--- src/rtl/pong_pkg.sv ---
// Shared screen geometry, game constants and state encoding for the pong ball engine.
package pong_pkg;

    localparam int POS_W = 11;

    localparam logic [POS_W-1:0] H_MAX      = 11'd640;
    localparam logic [POS_W-1:0] V_MAX      = 11'd480;
    localparam logic [POS_W-1:0] BALL_SIZE  = 11'd8;
    localparam logic [POS_W-1:0] SPEED      = 11'd4;
    localparam logic [POS_W-1:0] PADDLE_LEN = 11'd80;
    localparam logic [POS_W-1:0] PADDLE_W   = 11'd8;
    localparam logic [POS_W-1:0] PADDLE_L_X = 11'd16;
    localparam logic [POS_W-1:0] PADDLE_R_X = 11'd616;

    localparam logic [POS_W-1:0] H_CENTRE   = 11'd316;
    localparam logic [POS_W-1:0] V_CENTRE   = 11'd236;
    localparam logic [POS_W-1:0] PADDLE_MAX = V_MAX - PADDLE_LEN;

    localparam logic [3:0] WIN_SCORE  = 4'd9;
    localparam logic [5:0] SCORE_HOLD = 6'd60;

    typedef enum logic [1:0] {
        ST_IDLE,
        ST_PLAY,
        ST_SCORED,
        ST_OVER
    } state_t;

    // Paddle inputs are in 2px units; keep the whole paddle on screen.
    function automatic logic [POS_W-1:0] paddle_top(input logic [7:0] p);
        logic [POS_W-1:0] t;
        t = {2'b00, p, 1'b0};
        return (t > PADDLE_MAX) ? PADDLE_MAX : t;
    endfunction

endpackage

--- src/rtl/pong_hit_detect.sv ---
// Paddle contact test: ball crosses the paddle face this frame while overlapping it vertically.
module pong_hit_detect
    import pong_pkg::*;
#(
    parameter bit               RIGHT_SIDE = 1'b1,
    parameter logic [POS_W-1:0] FACE       = PADDLE_R_X
) (
    input  logic             i_toward,
    input  logic [POS_W-1:0] i_h,
    input  logic [POS_W-1:0] i_next_h,
    input  logic [POS_W-1:0] i_v,
    input  logic [POS_W-1:0] i_paddle_top,
    output logic             o_hit
);

    logic w_cross;
    logic w_overlap;

    generate
        if (RIGHT_SIDE) begin : g_right
            assign w_cross = (i_h + BALL_SIZE <= FACE) && (i_next_h + BALL_SIZE >= FACE);
        end else begin : g_left
            assign w_cross = (i_h >= FACE) && (i_next_h <= FACE);
        end
    endgenerate

    assign w_overlap = (i_v + BALL_SIZE > i_paddle_top) && (i_v < i_paddle_top + PADDLE_LEN);
    assign o_hit     = i_toward && w_cross && w_overlap;

endmodule

--- src/rtl/pong_ball_engine.sv ---
// Per-frame ball motion, wall/paddle bounces, miss detection and scoring for pong.
module pong_ball_engine
    import pong_pkg::*;
(
    input  logic             i_clk,
    input  logic             i_rst_n,
    input  logic             i_frame_tick,
    input  logic             i_serve,
    input  logic [7:0]       i_paddle_l,
    input  logic [7:0]       i_paddle_r,
    output logic [POS_W-1:0] o_ball_h,
    output logic [POS_W-1:0] o_ball_v,
    output logic             o_ball_active,
    output logic [3:0]       o_score_l,
    output logic [3:0]       o_score_r,
    output logic             o_hit,
    output logic             o_miss,
    output logic             o_game_over
);

    state_t           r_state;
    logic [POS_W-1:0] r_h;
    logic [POS_W-1:0] r_v;
    logic             r_dir_r;
    logic             r_dir_d;
    logic [3:0]       r_score_l;
    logic [3:0]       r_score_r;
    logic             r_active;
    logic             r_hit;
    logic             r_miss;
    logic             r_over;
    logic [5:0]       r_hold;

    logic [POS_W-1:0] w_top_l;
    logic [POS_W-1:0] w_top_r;
    logic [POS_W-1:0] w_next_h;
    logic [POS_W-1:0] w_next_v;
    logic             w_hit_l;
    logic             w_hit_r;
    logic             w_miss_r;
    logic             w_miss_l;
    logic             w_wall_bot;
    logic             w_wall_top;
    logic [3:0]       w_score_l_inc;
    logic [3:0]       w_score_r_inc;

    assign w_top_l = paddle_top(i_paddle_l);
    assign w_top_r = paddle_top(i_paddle_r);

    // Guard the subtraction so an edge-adjacent ball never wraps around.
    assign w_next_h = r_dir_r ? (r_h + SPEED) : ((r_h < SPEED) ? '0 : (r_h - SPEED));
    assign w_next_v = r_dir_d ? (r_v + SPEED) : ((r_v < SPEED) ? '0 : (r_v - SPEED));

    pong_hit_detect #(.RIGHT_SIDE(1'b1), .FACE(PADDLE_R_X)) u_hit_r (
        .i_toward     (r_dir_r),
        .i_h          (r_h),
        .i_next_h     (w_next_h),
        .i_v          (r_v),
        .i_paddle_top (w_top_r),
        .o_hit        (w_hit_r)
    );

    pong_hit_detect #(.RIGHT_SIDE(1'b0), .FACE(PADDLE_L_X + PADDLE_W)) u_hit_l (
        .i_toward     (~r_dir_r),
        .i_h          (r_h),
        .i_next_h     (w_next_h),
        .i_v          (r_v),
        .i_paddle_top (w_top_l),
        .o_hit        (w_hit_l)
    );

    assign w_miss_r      = r_dir_r && !w_hit_r && (w_next_h >= H_MAX - BALL_SIZE);
    assign w_miss_l      = !r_dir_r && !w_hit_l && (r_h < SPEED);
    assign w_wall_bot    = r_dir_d && (w_next_v >= V_MAX - BALL_SIZE);
    assign w_wall_top    = !r_dir_d && (r_v < SPEED);
    assign w_score_l_inc = r_score_l + 4'd1;
    assign w_score_r_inc = r_score_r + 4'd1;

    always_ff @(posedge i_clk or negedge i_rst_n) begin
        if (!i_rst_n) begin
            r_state   <= ST_IDLE;
            r_h       <= H_CENTRE;
            r_v       <= V_CENTRE;
            r_dir_r   <= 1'b1;
            r_dir_d   <= 1'b1;
            r_score_l <= '0;
            r_score_r <= '0;
            r_active  <= 1'b0;
            r_hit     <= 1'b0;
            r_miss    <= 1'b0;
            r_over    <= 1'b0;
            r_hold    <= '0;
        end else begin
            r_hit  <= 1'b0;
            r_miss <= 1'b0;
            case (r_state)
                ST_IDLE: begin
                    if (i_serve) begin
                        r_state  <= ST_PLAY;
                        r_active <= 1'b1;
                    end
                end
                ST_PLAY: begin
                    if (i_frame_tick) begin
                        if (w_miss_r || w_miss_l) begin
                            // Ball stays where it was; it is hidden until the next serve.
                            r_miss   <= 1'b1;
                            r_active <= 1'b0;
                            r_hold   <= '0;
                            if (w_miss_r) begin
                                r_score_l <= w_score_l_inc;
                                r_dir_r   <= 1'b1;
                                r_state   <= (w_score_l_inc == WIN_SCORE) ? ST_OVER : ST_SCORED;
                                r_over    <= (w_score_l_inc == WIN_SCORE);
                            end else begin
                                r_score_r <= w_score_r_inc;
                                r_dir_r   <= 1'b0;
                                r_state   <= (w_score_r_inc == WIN_SCORE) ? ST_OVER : ST_SCORED;
                                r_over    <= (w_score_r_inc == WIN_SCORE);
                            end
                        end else begin
                            if (w_wall_bot) begin
                                r_v     <= V_MAX - BALL_SIZE;
                                r_dir_d <= 1'b0;
                            end else if (w_wall_top) begin
                                r_v     <= '0;
                                r_dir_d <= 1'b1;
                            end else begin
                                r_v <= w_next_v;
                            end
                            if (w_hit_r) begin
                                r_h     <= PADDLE_R_X - BALL_SIZE;
                                r_dir_r <= 1'b0;
                                r_hit   <= 1'b1;
                            end else if (w_hit_l) begin
                                r_h     <= PADDLE_L_X + PADDLE_W;
                                r_dir_r <= 1'b1;
                                r_hit   <= 1'b1;
                            end else begin
                                r_h <= w_next_h;
                            end
                        end
                    end
                end
                ST_SCORED: begin
                    if (i_frame_tick) begin
                        if (r_hold == SCORE_HOLD - 6'd1) begin
                            r_hold   <= '0;
                            r_h      <= H_CENTRE;
                            r_v      <= V_CENTRE;
                            r_active <= 1'b1;
                            r_state  <= ST_PLAY;
                        end else begin
                            r_hold <= r_hold + 6'd1;
                        end
                    end
                end
                ST_OVER: begin
                    if (i_serve) begin
                        r_score_l <= '0;
                        r_score_r <= '0;
                        r_h       <= H_CENTRE;
                        r_v       <= V_CENTRE;
                        r_dir_r   <= 1'b1;
                        r_active  <= 1'b1;
                        r_over    <= 1'b0;
                        r_state   <= ST_PLAY;
                    end
                end
                default: r_state <= ST_IDLE;
            endcase
        end
    end

    assign o_ball_h      = r_h;
    assign o_ball_v      = r_v;
    assign o_ball_active = r_active;
    assign o_score_l     = r_score_l;
    assign o_score_r     = r_score_r;
    assign o_hit         = r_hit;
    assign o_miss        = r_miss;
    assign o_game_over   = r_over;

endmodule

--- config.mk ---
export PLATFORM = sky130hd
export DESIGN_NAME = pong_ball_engine
export DESIGN_NICKNAME = d
export VERILOG_FILES = /design/src/rtl/pong_pkg.sv /design/src/rtl/pong_hit_detect.sv /design/src/rtl/pong_ball_engine.sv
export SDC_FILE = /design/constraint.sdc
export NUM_CORES = 1
export LEC_CHECK = 0
export CAP_MARGIN = 30
export CORE_AREA = 4 4 101 103
export CTS_CLUSTER_DIAMETER = 80
export DETAILED_ROUTE_END_ITERATION = 8
export DIE_AREA = 0 0 105 107
export PLACE_DENSITY = 0.71
export SETUP_SLACK_MARGIN = 0.05
export SYNTH_ARGS = -nofsm -noshare
export SYNTH_HDL_FRONTEND = slang
export SYNTH_SLANG_ARGS = --single-unit
export TNS_END_PERCENT = 30
--- constraint.sdc ---
create_clock -name i_clk -period 8.14 [get_ports i_clk]
set_input_delay 0.814 -clock i_clk [delete_from_list [all_inputs] [get_ports i_clk]]
set_output_delay 0.814 -clock i_clk [all_outputs]
set_load 0.01 [all_outputs]
Word level (Yosys, flattened, before mapping)
Index checks and enable logic that the tools add are counted.

cells by class
  bitwise operators = 2
  add/subtract/negate cells = 12
  muxes and demuxes = 72
  $lt $le $gt $ge = 14
  reductions and logical operators = 33
  equal/unequal tests = 16

operator list
  operator                                                                               count
  11-bit 2-to-1 mux                                                                      18
  11-bit one-hot mux with 3 select lines                                                 2
  11-bit by 4-bit adder with 11-bit output, second input constant                        3
  4-bit 2-to-1 mux                                                                       7
  1-bit 2-to-1 mux                                                                       27
  6-bit 2-to-1 mux                                                                       4
  11-bit by 3-bit adder with 11-bit output, second input constant                        2
  11-bit by 10-bit greater-or-equal comparator with 1-bit output, second input constant  2
  11-bit by 9-bit greater-than comparator with 1-bit output                              2
  11-bit < comparator                                                                    2
  11-bit by 3-bit < comparator with 1-bit output, second input constant                  2
  11-bit by 3-bit subtractor with 11-bit output, second input constant                   2
  9-bit by 7-bit adder with 10-bit output, second input constant                         2
  9-bit greater-than comparator, second input constant                                   2
  9-bit 2-to-1 mux                                                                       2
  2-bit != test, second input constant                                                   8
  4-bit one-hot mux with 2 select lines                                                  2
  4-bit AND reduction                                                                    4
  5-bit AND reduction                                                                    3
  1-bit logical AND                                                                      14
  6-bit one-hot mux with 2 select lines                                                  1
  11-bit by 5-bit greater-or-equal comparator with 1-bit output, second input constant   1
  11-bit by 9-bit greater-or-equal comparator with 1-bit output, second input constant   1
  11-bit by 10-bit <= comparator with 1-bit output, second input constant                1
  21 further kinds                                                                       35

storage, ports and cells
  output and inout bits = 34
  register bits = 44
  input bits = 20

Depth between registers and ports, before layout
Gate-level depths: netlist of run 1.

  depth after elaboration = 15
  depth in mapped cells = 17
  gate-level depth less buffers = 17

Modules after synthesis
A second synthesis of run 1 with hierarchy kept.

second synthesis, totals
  cells, all modules = 627
  area total of the unflattened synthesis = 4949.7 um^2

by module, submodules not included
  module                      area each (um^2)  cells an instance  times used
  pong_ball_engine            3284.4            403                1
  pong_hit_detect at u_hit_r  975.9             133                1
  pong_hit_detect at u_hit_l  689.4             91                 1

Worst setup path before layout of run 1
OpenSTA, ideal clock, no wires.

  kind = in2reg
  from = in i_paddle_l[0]
  to = reg r_h[2] (netlist: o_ball_h[2])
  arrival = 3.956 ns
  buffers on the path = 0
  library setup time = 0.082 ns
  setup slack = 4.101 ns
  stages on the path = 16
  data required time = 8.058 ns
  path through = o31ai_1 > a21oi_1 > or2_2 > ha_1 > o21ai_0 > nand2_1 > nand2_1 > ha_1 > a21o_1 > a2111oi_0 > o31ai_1 > a311oi_1 > nand4_1 > o41ai_1 > o21ai_1 > mux2_4

between the ends
  word-level cells in the longest chain between the ends = 12

RTL lines
  element                                                    line                     text
  from (decl)                                                pong_ball_engine.sv:9    input logic [7:0] i_paddle_l,
  9-bit greater-than comparator                              pong_pkg.sv:33           return (t > PADDLE_MAX) ? PADDLE_MAX : t;
  9-bit 2-to-1 mux (*)                                       pong_pkg.sv:33
  9-bit by 7-bit adder with 10-bit output                    pong_hit_detect.sv:27    assign w_overlap = (i_v + BALL_SIZE > i_paddle_top) && (i_v < i_paddle_top + PADDLE_LEN);
  11-bit < comparator                                        pong_hit_detect.sv:27
  1-bit logical AND (*)                                      pong_hit_detect.sv:27
  1-bit logical AND (*)                                      pong_hit_detect.sv:28    assign o_hit = i_toward && w_cross && w_overlap;
  branches (longest 6 deep; another with 11-bit 2-to-1 mux)  -
  to (signal assigned)                                       pong_ball_engine.sv:132  r_h <= PADDLE_R_X - BALL_SIZE;
  to (signal assigned)                                       pong_ball_engine.sv:136  r_h <= PADDLE_L_X + PADDLE_W;
  to (signal assigned)                                       pong_ball_engine.sv:140  r_h <= w_next_h;
  to (decl)                                                  pong_ball_engine.sv:22   logic [POS_W-1:0] r_h;

Mark *: on every way between the ends. The select of a mux whose other input is x is not followed.
A chain may end at the register's enable or synchronous reset.

Final worst setup path of run 1
  from = in i_paddle_r[1]
  to = reg r_v[3] (netlist: o_ball_v[3])

between the ends
  word-level cells in the longest chain between the ends = 12

RTL lines
  element                                   line                     text
  from (decl)                               pong_ball_engine.sv:10   input logic [7:0] i_paddle_r,
  9-bit greater-than comparator             pong_pkg.sv:33
  9-bit 2-to-1 mux (*)                      pong_pkg.sv:33
  9-bit by 7-bit adder with 10-bit output   pong_hit_detect.sv:27
  11-bit < comparator                       pong_hit_detect.sv:27
  1-bit logical AND (*)                     pong_hit_detect.sv:27
  1-bit logical AND (*)                     pong_hit_detect.sv:28
  1-bit zero test (*)                       pong_ball_engine.sv:72   assign w_miss_r = r_dir_r && !w_hit_r && (w_next_h >= H_MAX - BALL_SIZE);
  1-bit logical AND (*) (2 in series)       pong_ball_engine.sv:72
  1-bit logical OR (*)                      pong_ball_engine.sv:105  if (w_miss_r || w_miss_l) begin
  2-bit != test (no source line) (*)        -
  6-bit AND reduction (no source line) (*)  -
  to (signal assigned)                      pong_ball_engine.sv:123  r_v <= V_MAX - BALL_SIZE;
  to (signal assigned)                      pong_ball_engine.sv:129  r_v <= w_next_v;
  to (decl)                                 pong_ball_engine.sv:23   logic [POS_W-1:0] r_v;

Every way passes the cells marked *; elsewhere a longest branch is shown, timed or not.

==> impl_results.rst, run 1 <==
.. list-table::
   :header-rows: 1

   * - Metric
     - Value
   * - Total clock buffers created by CTS
     - 5
   * - Tcrit/Tclk final
     - 60.59%
   * - Number of max-slew violations in the final report
     - 0
   * - Delay contributed by the slowest stage of the critical path
     - roughly 0.66 ns
   * - Total power per unit cell area
     - about 340 mW/mm^2
   * - Post-synth cell types
     - 74
   * - Clock network fraction of design power
     - ~9.7%
   * - Number of enable flip-flop cells after synthesis
     - 0
   * - Outcome
     - completed
   * - Post-Syn Area
     - around 0.0044 mm^2
   * - Overall routing resource usage
     - between 20% and 30%
   * - Power, Total
     - 1731 uW
   * - Proportion of layout cells with a drive suffix above 1
     - 7.292%
   * - Filler-free cell count of the finished design
     - slightly below 700
   * - Average footprint of a synthesized cell
     - ~8.2 um^2
   * - Floorplan row count
     - 35
   * - Power Internal
     - about 860 uW
   * - CTS tree
     - done
   * - Hold Buf Count CTS
     - 0
   * - Final setup violation count
     - 0
   * - Combinational cell fraction of total power
     - 63.1%
   * - Worst-case clock buffer depth
     - 2
   * - Number of DRC violations after detailed-routing iteration 0
     - around 330
   * - Relative slew margins
     - between 30% and 40%
   * - Initial antenna violation count
     - 0
   * - Finished Core Util
     - 55.44%
   * - Area added between synthesis and finish
     - 15.21%
   * - Post-CTS setup-driven buffer insertion count
     - 0
   * - YS warnings
     - 0
   * - Post-CTS Resized
     - 0
   * - Area share of the leading cell type in the synthesized netlist
     - 18.09%
   * - Half-perimeter wire length after detailed placement
     - roughly 9 mm
   * - Slew at the pin closest to its max-slew limit
     - ~1 ns
   * - Die span in x
     - roughly 110 um
   * - Worst path arrival time
     - slightly above 5 ns
   * - Achievable Freq
     - between 200 and 250 MHz
   * - Most frequent cell on the critical path
     - nand2_1
   * - Minimum setup slack among reg-to-reg paths
     - about 4 ns
   * - Number of antenna-violating nets in the routed design
     - 0
   * - R2r startpoint
     - o_ball_v[5]
   * - Starting density of the core
     - between 40% and 50%
   * - Clock network latency to the later pin of the worst-skew pair
     - 0.30 ns
   * - Slowest-stage cell, CP
     - a211o_1
   * - RSZ-0062 raised after global routing
     - false
   * - Full die area
     - approximately 0.011 mm^2
   * - Placed Cells incl. Taps
     - a little under 700
   * - Destination of the worst register-to-register timing path
     - o_ball_v[3]
   * - Final critical-path setup slack
     - between 3 and 4 ns
   * - Maximum number of pins on one net before global-route repair
     - 33
   * - Cell at the root of the clock tree
     - clkbuf_8
   * - Path class of the lowest-slack min-delay path
     - in2async
   * - Largest fanout on the critical path
     - 32
   * - Cell taking the most area after synthesis
     - dfrtp_1
   * - Core ar.
     - 0.009196 mm^2
   * - Worst-path cell chain
     - clkdlybuf4s50_1, o31ai_1, a21oi_1, or2_2, ha_1, o21ai_0, nand2_1, nand2_1, ha_1, a21o_1, a211oi_1, nand2_1, a2111oi_2, nor4_1, a211o_1, a2111oi_0, a21oi_1
   * - Power share of the sequential group
     - 27.2%
   * - Detailed-route vias per instance
     - between 6 and 7
   * - Routability congestion estimate
     - between 0.9 and 1
   * - Number of placed I/O pins
     - 54
   * - Final Hold Viols
     - 0
   * - Total routed wirelength
     - roughly 12 mm
   * - Total negative slack for setup checks
     - 0 ns
   * - Total clock sinks
     - 44
   * - Routed len/inst
     - between 15 and 20 um
   * - Global-route wire length before repair
     - 19.73 mm
   * - R2R depth
     - 12
   * - Worst setup slack before clock tree synthesis
     - about 3.0 ns
   * - Maxcap violations
     - 0
   * - Number of buffers added on ports
     - 53
   * - Sequential-to-total area share from yosys stat
     - between 20% and 30%
   * - Chip Height
     - about 110 um
   * - # diodes
     - 0
   * - Critical Path End Type
     - flip-flop
   * - Total number of vias
     - 4,296
   * - Cell class contributing the biggest share of worst-path delay
     - compound AO/OA/AOI/OAI gates
   * - Prevailing post-synth register cell
     - dfrtp_1
   * - Clock input transition at the sequential cells of the worst setup and hold paths
     - 0.09 ns
   * - Critical path start-end classification
     - in2reg
   * - Async set-reset flop share out of synthesis
     - 100.0%
   * - Total congestion overflow
     - 0
   * - Length of the first detailed-routing pass in iterations
     - 5
   * - Net switching power figure
     - around 870 uW
   * - IR drop worst, VDD
     - 185.3 uV
   * - Flop and latch count out of synthesis
     - 44
   * - Layout net count
     - 641
   * - Type of origin of the critical path
     - input pin
   * - Via count of the first global-routing pass
     - approximately 4,000
   * - CP Buf/Inv Count
     - 1
   * - Final clock skew
     - 0.01024 ns
   * - Leak Pwr
     - 0.002251 uW
   * - H-tree level count
     - 2
   * - Cells after synthesis
     - 537
   * - Share of total power consumed by net switching
     - 50.52%
   * - DRC errors left
     - 0
   * - Cells taking the most area after synthesis
     - dfrtp_1 (18%), ha_1 (13%), dfstp_2 (7.1%)
   * - WP data required
     - between 8 and 9 ns
   * - Post-layout minimum cycle time
     - between 4 and 5 ns
final cells by class:
cell class	count	area [um^2]
Tap cell	111	138.9
Clock buffer	6	72.57
Timing Repair Buffer	54	545.5
Sequential cell	44	1116
Multi-Input combinational cell	433	3052
Clock inverter	2	35.03
Fill cell	868	4098
Inverter	37	138.9
metrics by stage:
| stage | hold slack, ns | instance area (um^2) |
|---|---|---|
| 2_1_floorplan | 0.4523 | 4429 |
| 3_3_place_gp | 0.4759 | 4971 |
| 3_5_place_dp | 0.4887 | 4991 |
| 4_1_cts | 0.4350 | 5099 |
| 5_1_grt | 0.4595 | 5099 |
| 6_report | 0.4383 | 5099 |
cell usage in the layout (no fill, tap or decap), types with 3 or more instances in the layout:
cell,n
inv_1,37
nor4_4,4
nor3_1,15
o21a_1,9
xor2_1,4
a2111oi_0,6
nor4_1,7
a21oi_1,32
o21ai_1,7
ha_1,46
and2_1,7
a22o_1,3
nand3_1,30
nand4b_1,3
a21o_1,10
o21ai_0,28
nand4_1,8
nand2b_1,14
a211oi_1,6
dfrtp_1,32
o41ai_1,3
a211o_1,3
nand2_1,43
clkbuf_8,5
clkdlybuf4s50_1,52
xnor2_1,10
mux2i_1,3
and3_1,8
dfstp_2,12
or2_2,4
a31oi_1,5
and4_1,4
o21bai_1,4
nor2b_1,6
nor2_1,34
o31ai_1,17
Yosys cell counts (all sizes together) (5+ instances only):
library cell and instances:
a31oi 5, nand4 9, o31ai 17, clkbuf 9
nand3 30, or2 5, o21a 9, nand2b 14
nor2b 6, dfstp 12, dfrtp 32, a2111oi 8
nor2 34, a211oi 7, nor4 12, and3 8
a21oi 32, o21ai 37, ha 46, xnor2 10
a21o 10, inv 37, and2 7, nand2 43
buf 15, nor3 15
power by group through the flow:
stage / registers [uW] / logic [uW] / clock network [uW]
2_1_floorplan: 400 / 828 / 0
6_report: 471 / 1090 / 169
4_1_cts: 469 / 1090 / 175
5_1_grt: 486 / 1210 / 181
3_3_place_gp: 470 / 1040 / 0
3_5_place_dp: 472 / 1080 / 0
cells by family (layout without fill, tap and decap cells):
kind of cell / Yosys count / count (layout) / synth area share [%]
buffers and inverters: 61 / 99 / 5.909
XOR/XNOR: 14 / 14 / 2.771
AND/OR/NAND/NOR: 200 / 200 / 25.11
multiplexers: 7 / 7 / 1.781
AO/OA/AOI/OAI: 164 / 164 / 26.12
flip-flops: 44 / 44 / 25.22
other: 1 / 2 / 0.08474
adder cells (fa/ha/maj): 46 / 46 / 13.01
flip-flops by register name (all words and copies together) (netlist names):
register / flops
o_ball_h: 11
o_ball_v: 11
r_hold: 6
o_score_l: 4
o_score_r: 4
r_state: 2
o_ball_active: 1
o_game_over: 1
o_hit: 1
o_miss: 1
r_dir_d: 1
r_dir_r: 1
worst max-delay path by stage:
stage	startpoint	depth (start not counted)	slack [ns]	end
global placement	i_paddle_r[0]	17	3.11	o_ball_v[3]
finish	i_paddle_r[1]	17	3.21	o_ball_v[3]
CTS	i_paddle_r[1]	17	3.30	o_ball_v[3]
floorplan	i_paddle_l[0]	16	4.10	o_ball_h[2]
global route	i_paddle_r[1]	17	2.95	o_ball_v[3]
detailed placement	i_paddle_r[1]	17	2.98	o_ball_v[3]
routing by layer:
| metal | part of all wire [%] | vias to the layer above | GRT usage, % |
|---|---|---|---|
| li1 | - | 2079 | - |
| met1 | 47 | 2064 | 29.68 |
| met2 | 46 | 140 | 33.78 |
| met3 | 5.4 | 13 | 2.769 |
| met4 | 1.2 | 0 | 4.592 |
| met5 | 0 | - | 0 |
(Power assumes the default switching activity.)
==> inputs of run 2 (changes only) <==
==> constraint.sdc (replaced) <==
create_clock -name i_clk -period 4.74 [get_ports i_clk]
set_input_delay 0.474 -clock i_clk [delete_from_list [all_inputs] [get_ports i_clk]]
set_output_delay 0.474 -clock i_clk [all_outputs]
set_load 0.01 [all_outputs]
==> run 2 against run 1 <==
Compared with the run above: clock skew shrank 0.0033 ns; global-route usage grew 0.057 points; cell area grew 0.71%; sequential power grew 72%; power grew 75%; via count shrank 0.28%; combinational power grew 74%; worst setup slack lost 2.7 ns; hold slack lost 0.32 ns; sequential share of layout area shrank 0.15 points; count of clock-buffer cells in the layout is the same; critical path type unchanged; largest power group unchanged; highest routed layer unchanged.
==> impl_results.rst, run 2 (synthesis results as in run 1) <==
.. list-table::
   :header-rows: 1

   * - Metric
     - Value
   * - Total negative slack for setup checks
     - 0 ns
   * - Die span in x
     - ~110 um
   * - Routability congestion estimate
     - just over 0.9
   * - Number of antenna-violating nets in the routed design
     - 0
   * - CP Buf/Inv Count
     - 1
   * - Floorplan row count
     - 35
   * - Area added between synthesis and finish
     - 16.03%
   * - Post-layout minimum cycle time
     - about 4.3 ns
   * - Overall routing resource usage
     - a little over a fifth
   * - Number of buffers added on ports
     - between 50 and 60
   * - Worst path arrival time
     - between 4 and 5 ns
   * - Power Internal
     - ~1500 uW
   * - CP endpoint
     - o_ball_h[2]
   * - Via count of the first global-routing pass
     - about 4,000
   * - Net switching power figure
     - between 1500 and 2000 uW
   * - Starting density of the core
     - roughly half
   * - Full die area
     - 0.01124 mm^2
   * - Power share of the sequential group
     - between 20 and 30%
   * - Clock network fraction of design power
     - 10.2%
   * - Fillers
     - around 840
   * - Worst-case clock buffer depth
     - 2
   * - Slew at the pin closest to its max-slew limit
     - just under 0.8 ns
   * - Achievable Freq
     - between 200 and 250 MHz
   * - Length of the first detailed-routing pass in iterations
     - 5
   * - Sequential Area
     - between 0.001 and 0.0015 mm^2
   * - Type of origin of the critical path
     - input pin
   * - Slowest-stage cell, CP
     - o41ai_1
   * - Chip Height
     - between 100 and 150 um
   * - Total congestion overflow
     - 0
   * - Initial antenna violation count
     - 0
   * - Clock network latency to the later pin of the worst-skew pair
     - ~0.3 ns
   * - Tcrit/Tclk final
     - between 80% and 90%
   * - Worst-path cell chain
     - clkdlybuf4s50_1, o31ai_1, a21oi_1, or2_2, ha_1, o21ai_0, nand2_1, nand2_1, ha_1, a21o_1, a2111oi_0, o31ai_1, a311oi_1, nand4_1, o41ai_1, o21ai_1, mux2_4
   * - Core ar.
     - ~0.0092 mm^2
   * - IR drop worst, VDD
     - approximately 290 uV
   * - Post-CTS Resized
     - 0
   * - Number of cells on the critical path
     - 17
   * - Final setup violation count
     - 0
   * - R2R depth
     - 12
   * - Number of DRC violations after detailed-routing iteration 0
     - 280
   * - Outcome
     - completed
   * - Critical Path End Type
     - flip-flop
   * - Global-route wire length before repair
     - approximately 20 mm
   * - Maximum number of pins on one net before global-route repair
     - 26
   * - Layout net count
     - ~640
   * - Delay contributed by the slowest stage of the critical path
     - approximately 0.57 ns
   * - Final Hold Viols
     - 0
   * - Total clock buffers created by CTS
     - 5
   * - # diodes
     - 0
   * - Combinational cell fraction of total power
     - about 63%
   * - Number of max-slew violations in the final report
     - 0
   * - Total clock sinks
     - 44
   * - Critical path start-end classification
     - in2reg
   * - Finished Core Util
     - a little under three fifths
   * - Half-perimeter wire length after detailed placement
     - 8.936 mm
   * - WP data required
     - between 4 and 5 ns
   * - R2r startpoint
     - o_ball_v[5]
   * - Path class of the lowest-slack min-delay path
     - in2async
   * - Number of placed I/O pins
     - 54
   * - Leak Pwr
     - 0.002272 uW
   * - Detailed-route vias per instance
     - 6.209
   * - Destination of the worst register-to-register timing path
     - o_ball_h[2]
   * - Share of total power consumed by net switching
     - 49.75%
   * - H-tree level count
     - 2
   * - Maxcap violations
     - 0
   * - Final clock skew
     - a little under 0.007 ns
   * - Cell class contributing the biggest share of worst-path delay
     - compound AO/OA/AOI/OAI gates
   * - Hold Buf Count CTS
     - 0
   * - Routed len/inst
     - around 17 um
   * - Largest fanout on the critical path
     - 4
   * - Proportion of layout cells with a drive suffix above 1
     - 7.945%
   * - Total number of vias
     - around 4,300
   * - Clock input transition at the sequential cells of the worst setup and hold paths
     - about 0.090 ns
   * - RSZ-0062 raised after global routing
     - false
   * - Start point of the critical path
     - i_paddle_l[0]
   * - Minimum setup slack among reg-to-reg paths
     - approximately 0.78 ns
   * - Multi-input combinational cell area
     - 0.003052 mm^2
   * - DRC errors left
     - 0
   * - Total power per unit cell area
     - ~600 mW/mm^2
   * - Cell at the root of the clock tree
     - clkbuf_8
   * - Most frequent standard cell in the layout excluding fill and tap cells
     - clkdlybuf4s50_1
   * - Commonest cells after routing, fill and taps aside
     - clkdlybuf4s50_1 (52), ha_1 (46), nand2_1 (43)
   * - Post-CTS setup-driven buffer insertion count
     - 0
   * - Relative slew margins
     - a little under half
   * - Total routed wirelength
     - around 12 mm
   * - CTS tree
     - done
-- run 2: worst min path at each step --
stage | startpoint | endpoint | depth (start not counted)
after floorplan | i_rst_n | o_ball_active | 0
after global placement | r_hold[5] | r_hold[5] | 1
after detailed placement | i_rst_n | r_hold[2] | 1
after CTS | i_rst_n | r_hold[4] | 1
after global routing | i_rst_n | o_ball_h[1] | 1
final | i_rst_n | o_ball_h[1] | 1
-- run 2: routing by layer --
layer  global-route usage (%)  wire length [um]  up-vias
met5                        0                 0        -
met4                    4.873               157        0
met3                    3.251               693       17
met2                    33.50              5350      151
met1                    29.66              5499     2029
li1                         -                 -     2087
-- run 2: final cells by class --
| cell class | count | share of cell area, % |
|---|---|---|
| flip-flops and latches | 44 | 21.73 |
| clock inverters | 2 | 0.7554 |
| multi-input cells | 433 | 59.43 |
| repair buffers | 57 | 11.06 |
| well taps | 111 | 2.705 |
| inverters | 37 | 2.705 |
| clock buffers | 6 | 1.608 |
-- run 2: power by group through the flow --
stage	clock network, uW	registers (uW)	logic [uW]
4_1_cts	315	805	1890
5_1_grt	329	839	2120
3_3_place_gp	0	808	1840
2_1_floorplan	0	687	1420
6_report	310	811	1900
3_5_place_dp	0	810	1880
-- run 2: per-stage QoR --
step                power, uW  worst slack (ns)  hold WS (ns)  cells  instance area [um^2]
global placement         2646            0.3276        0.4783    681                  4994
global route             3289           0.08379        0.1401    690                  5135
CTS                      3011            0.5028        0.1297    690                  5135
finish                   3023            0.4811        0.1212    690                  5135
detailed placement       2690            0.2077        0.4617    682                  5014
floorplan                2109             1.041        0.1784    538                  4429
